<file path="src/rtl/program_counter.sv">
// Program counter sequencer for instruction_fetch: owns fetch_pc/ins_pc, inserts a
// one-cycle bubble on decode redirects, re-addresses the held word on stall, halts at end of memory.
module program_counter #(
  parameter int ADDR_W     = 16,
  parameter int RESET_PC   = 0,
  parameter int IMEM_DEPTH = 32
) (
  input  logic              clk,
  input  logic              rst_n,
  input  logic              stall,
  input  logic              br_taken,
  input  logic [15:0]       br_offset,
  input  logic              jump_valid,
  input  logic [25:0]       jump_target,
  input  logic              jal_valid,
  input  logic              jr_valid,
  input  logic [ADDR_W-1:0] jr_target,
  output logic [ADDR_W-1:0] mem_addr,
  output logic [ADDR_W-1:0] ins_pc,
  output logic              fetch_valid,
  output logic              flush,
  output logic [ADDR_W-1:0] link_addr,
  output logic              link_we,
  output logic              halted,
  output logic [15:0]       fetch_count
);

  typedef enum logic [1:0] {
    BOOT   = 2'd0,
    RUN    = 2'd1,
    BUBBLE = 2'd2,
    HALT   = 2'd3
  } state_t;

  localparam logic [ADDR_W-1:0] RESET_ADDR = ADDR_W'(RESET_PC);
  localparam logic [ADDR_W-1:0] LAST_ADDR  = ADDR_W'(IMEM_DEPTH - 1);
  localparam logic [ADDR_W-1:0] ADDR_ONE   = ADDR_W'(1);

  state_t            state_q;
  logic [ADDR_W-1:0] fetch_pc_q;
  logic [ADDR_W-1:0] ins_pc_q;
  logic              fetch_valid_q;
  logic              flush_q;
  logic [ADDR_W-1:0] link_addr_q;
  logic              link_we_q;
  logic              halted_q;
  logic [15:0]       fetch_count_q;

  logic              redir_valid;
  logic              redir_jal;
  logic [ADDR_W-1:0] redir_pc;
  logic [ADDR_W-1:0] br_offset_ext;

  assign br_offset_ext = ADDR_W'($signed(br_offset));

  // Redirect selection: jr over j/jal over branch, only for a real presented instruction
  always_comb begin
    redir_valid = 1'b0;
    redir_jal   = 1'b0;
    redir_pc    = fetch_pc_q;
    if (fetch_valid_q) begin
      if (jr_valid) begin
        redir_valid = 1'b1;
        redir_pc    = jr_target;
      end else if (jump_valid) begin
        redir_valid = 1'b1;
        redir_jal   = jal_valid;
        redir_pc    = jump_target[ADDR_W-1:0];
      end else if (br_taken) begin
        redir_valid = 1'b1;
        redir_pc    = ins_pc_q + ADDR_ONE + br_offset_ext;
      end else begin
        redir_valid = 1'b0;
      end
    end else begin
      redir_valid = 1'b0;
    end
  end

  // Stall re-addresses the presented word so the fetch stage re-latches it
  always_comb begin
    mem_addr = fetch_pc_q;
    case (state_q)
      RUN: begin
        if (stall && fetch_valid_q) begin
          mem_addr = ins_pc_q;
        end else begin
          mem_addr = fetch_pc_q;
        end
      end
      HALT:    mem_addr = LAST_ADDR;
      default: mem_addr = fetch_pc_q;
    endcase
  end

  // Sequencer FSM with registered status outputs
  always_ff @(posedge clk or negedge rst_n) begin
    if (!rst_n) begin
      state_q       <= BOOT;
      fetch_pc_q    <= RESET_ADDR;
      ins_pc_q      <= RESET_ADDR;
      fetch_valid_q <= 1'b0;
      flush_q       <= 1'b0;
      link_addr_q   <= '0;
      link_we_q     <= 1'b0;
      halted_q      <= 1'b0;
      fetch_count_q <= 16'd0;
    end else begin
      flush_q   <= 1'b0;
      link_we_q <= 1'b0;
      case (state_q)
        BOOT: begin
          ins_pc_q      <= RESET_ADDR;
          fetch_pc_q    <= RESET_ADDR + ADDR_ONE;
          fetch_valid_q <= 1'b1;
          state_q       <= RUN;
        end
        RUN: begin
          if (fetch_valid_q && !stall) begin
            fetch_count_q <= fetch_count_q + 16'd1;
          end else begin
            fetch_count_q <= fetch_count_q;
          end
          if (redir_valid) begin
            fetch_pc_q    <= redir_pc;
            fetch_valid_q <= 1'b0;
            flush_q       <= 1'b1;
            state_q       <= BUBBLE;
            if (redir_jal) begin
              link_addr_q <= ins_pc_q + ADDR_ONE;
              link_we_q   <= 1'b1;
            end else begin
              link_addr_q <= link_addr_q;
            end
          end else if (stall) begin
            state_q <= RUN;
          end else if (ins_pc_q == LAST_ADDR) begin
            fetch_valid_q <= 1'b0;
            halted_q      <= 1'b1;
            state_q       <= HALT;
          end else begin
            ins_pc_q   <= fetch_pc_q;
            fetch_pc_q <= fetch_pc_q + ADDR_ONE;
          end
        end
        BUBBLE: begin
          ins_pc_q      <= fetch_pc_q;
          fetch_pc_q    <= fetch_pc_q + ADDR_ONE;
          fetch_valid_q <= 1'b1;
          state_q       <= RUN;
        end
        HALT: begin
          state_q <= HALT;
        end
        default: begin
          state_q       <= BOOT;
          fetch_valid_q <= 1'b0;
        end
      endcase
    end
  end

  assign ins_pc      = ins_pc_q;
  assign fetch_valid = fetch_valid_q;
  assign flush       = flush_q;
  assign link_addr   = link_addr_q;
  assign link_we     = link_we_q;
  assign halted      = halted_q;
  assign fetch_count = fetch_count_q;

endmodule

</file>
<file path="config.mk">
export PLATFORM = sky130hd
export DESIGN_NAME = program_counter
export DESIGN_NICKNAME = d
export VERILOG_FILES = /design/src/rtl/program_counter.sv
export SDC_FILE = /design/constraint.sdc
export NUM_CORES = 1
export LEC_CHECK = 0
export CAP_MARGIN = 0
export CORE_UTILIZATION = 54
export DETAILED_ROUTE_END_ITERATION = 10
export PLACE_DENSITY = 0.87
export SLEW_MARGIN = 10
export SYNTH_ARGS = -nofsm -noshare
export SYNTH_HDL_FRONTEND = slang
export SYNTH_SLANG_ARGS = --single-unit
</file>
<file path="constraint.sdc">
create_clock -name clk -period 4.25 [get_ports clk]
set_input_delay 0.85 -clock clk [delete_from_list [all_inputs] [get_ports clk]]
set_output_delay 0.85 -clock clk [all_outputs]
set_load 0.03 [all_outputs]
</file>
==> reports/metrics.cfg <==
[status]
status=finished clean

[grt]
grt_pass1_vias=5009
grt_pass1_wl_um=25700
globalRouteTotalUtil_pct=33.6
grt_overflow=0
grt_antenna_before_repair=0
grt_max_degree=33

[cts]
hold_buffers=0
cts_sinks=70
cts_tree=done
clock_path_buffers=2
cts_setup_buffers=0
ctsHtreeMaxLevel=3
cts_made_buffers=9
root_buffer=clkbuf_8
cts.clk_slew.worst_paths_ns=0.08
worstSkewPairLatency_ns=0.35
cts_resized=0

[synthesis]
yosys.area.top_type=dfrtp_1
synth_area_leaders=dfrtp_1 (34%), ha_1 (5.8%), nand2_1 (5.6%)
synth_top_area_share_pct=34.1
ys.flop_type=dfrtp_1
ys_types=65
seq_area_frac_synth_pct=34.1
synth_edf_count=0
synth.avg_cell_area_um2=8.56
syn_nets=690
synth_warnings=0
syn_area_mm2=0.00513
async_flop_share_pct=100
ys_ff_latch=70
syn_inst=600

[power]
comb_power_share_pct=48.1
switching_share_pct=44.6
p_int_mw=1.46
p_per_area_mw_per_mm2=399
p_seq_share_pct=32.2
ir_drop_mv=0.364
leakage_nw=2.89
p_clk_share_pct=19.8
switchingPower_mw=1.17
power_mw=2.64

[timing]
hold_viol=0
rsz0062_at_grt=false
period_minus_slack_ns=3.74
max_freq_mhz=268
fin_setup_tns_ns=0
maxSlewViolCount=0
tightest_slew_ns=0.988
timing.final.crit_share_pct=87.9
whs_ns=0.480
slew_headroom_pct=34.2
finClkSkew_ns=0.0141
finalSetupViolCount=0

[routing]
vias=5186
ant_nets=0
dr.pass1.iters=5
drt-initial-drc-count=515
post_drt_wl_per_cell_um=19.2
avgViaCountPerCell=6.14
drt-total-wl_um=16200
drc=0

[finish]
num_antenna_cells=0
fillers=694
final_cell_mix=clkdlybuf4s50_1 (110), nand2_1 (77), dfrtp_1 (70), o21ai_0 (46), nor2_1 (37)
final_nets=800
final_cells=844
finish.utilization_pct=71.5
drive_above_1_share_pct=9.93
area_delta_synth_final_pct=28.6
final_common_cell=clkdlybuf4s50_1

[placement]
io_buffers=122
dp_cells=828
dp_hpwl_um=12200
gp_routability_congestion=0.932

[floorplanning]
die_height_um=99.5
die_area_mm2=0.00990
die_x_um=99.5
fp.coreArea_mm2=0.00924
ioPinCount=133
start_util_pct=55.6
num_rows=35

[setup_path]
cpLargestDelayFamily=compound AO/OA/AOI/OAI gates
max_stage_delay_ns=0.81
critical_path_required_ns=3.40
worst-path-buf-inv=2
cp-start-kind=input port
path_class=input port to output port
crit_arrival_ns=2.89
critical_path.endpoint_type=output port
cp_cell_sequence=clkdlybuf4s50_1, and3_1, a21oi_1, a22o_1, buf_4
cp_max_fo=11
slowest_stage=a21oi_1

[worst_hold_path]
hold_class=flip-flop to flip-flop

[flow_run]
drv_cap=0

worst paths after layout:
check | startpoint | to | slack [ns] | depth (start not counted)
setup / recovery | stall | mem_addr[11] | 0.51 | 5
hold / removal | fetch_count[15]$_DFFE_PN0P_ | fetch_count[15]$_DFFE_PN0P_ | 0.48 | 1
setup reg to reg | ins_pc[0]$_DFFE_PN0P_ | fetch_pc_q[11]$_DFFE_PN0P_ | 0.95 | 11
hold reg to reg | fetch_count[15]$_DFFE_PN0P_ | fetch_count[15]$_DFFE_PN0P_ | 0.48 | 1
max in group asynchronous | rst_n | ins_pc[8]$_DFFE_PN0P_ | 2.95 | 2
min in group asynchronous | rst_n | link_we$_DFF_PN0_ | 0.50 | 1
through the flow:
| step | area [um^2] | setup WS [ns] |
|---|---|---|
| detailed placement | 6420 | 0.528 |
| finish | 6600 | 0.514 |
| global placement | 6420 | 0.601 |
| floorplan | 5130 | 1.16 |
| global route | 6600 | 0.405 |
| CTS | 6600 | 0.531 |
Yosys cell counts, drive strengths merged, types with 4 or more instances:
cell type / instances
a211o: 6
a21o: 11
a21oi: 36
a22o: 14
a22oi: 5
a31oi: 4
and3: 14
buf: 14
clkbuf: 21
dfrtp: 70
ha: 24
inv: 14
mux2: 19
nand2: 77
nand3: 29
nand4: 11
nor2: 37
nor2b: 11
nor3: 7
nor4: 7
o211ai: 8
o21ai: 48
o22ai: 9
o311ai: 5
o31ai: 7
xnor2: 29
xor2: 13
sequential cells by signal, indices dropped and copies added, names as in the netlist:
signal       flops
ins_pc          16
link_we          1
fetch_valid      1
state_q          2
halted           1
link_addr       16
fetch_count     16
flush            1
fetch_pc_q      16
worst reg2reg max path, stage by stage, from the launching register on:
cell and delay (ns):
dfrtp_1 0.49, ha_1 0.25, and4_1 0.41, nand3_1 0.15, xnor2_1 0.39, ha_1 0.38, nand4_1 0.13, o22ai_1 0.12
nor2_1 0.32, nand4b_1 0.13, nor3b_1 0.15, a221o_1 0.27
final cells by class:
cell class                      instances  area [um^2]  share of cell area, %
Sequential cell                        70         1750                   26.5
Multi-Input combinational cell        481         3180                   48.1
Inverter                               14         52.6                  0.796
Tap cell                              129          161                   2.44
Clock inverter                          6         43.8                  0.663
Timing Repair Buffer                  134         1280                   19.4
Clock buffer                           10          138                   2.08
logic make-up after synthesis:
group,synth area share (%)
adders and majority gates,6.24
and+or+nand+nor,20.6
muxes,4.75
xor gates and xnor gates,7.60
buffers and inverters,4.02
AOI/OAI and AO/OA,22.6
DFF,34.1
per-layer routing:
metal	track usage, %	share of wire [%]	vias to the layer above
met5	0	0	-
met4	12.3	2.3	0
met3	4.85	8.4	28
met2	53.8	47	299
met1	46.6	42	2447
li1	-	-	2412
power by group through the flow:
| stage | registers, mW | clock network (mW) | logic [mW] |
|---|---|---|---|
| 4_1_cts | 0.844 | 0.527 | 1.25 |
| 3_3_place_gp | 0.853 | 0 | 1.21 |
| 5_1_grt | 0.857 | 0.553 | 1.36 |
| 2_1_floorplan | 0.947 | 0 | 0.685 |
| 6_report | 0.848 | 0.521 | 1.27 |
| 3_5_place_dp | 0.856 | 0 | 1.24 |
Note: power is estimated with default switching activity, not from simulation.
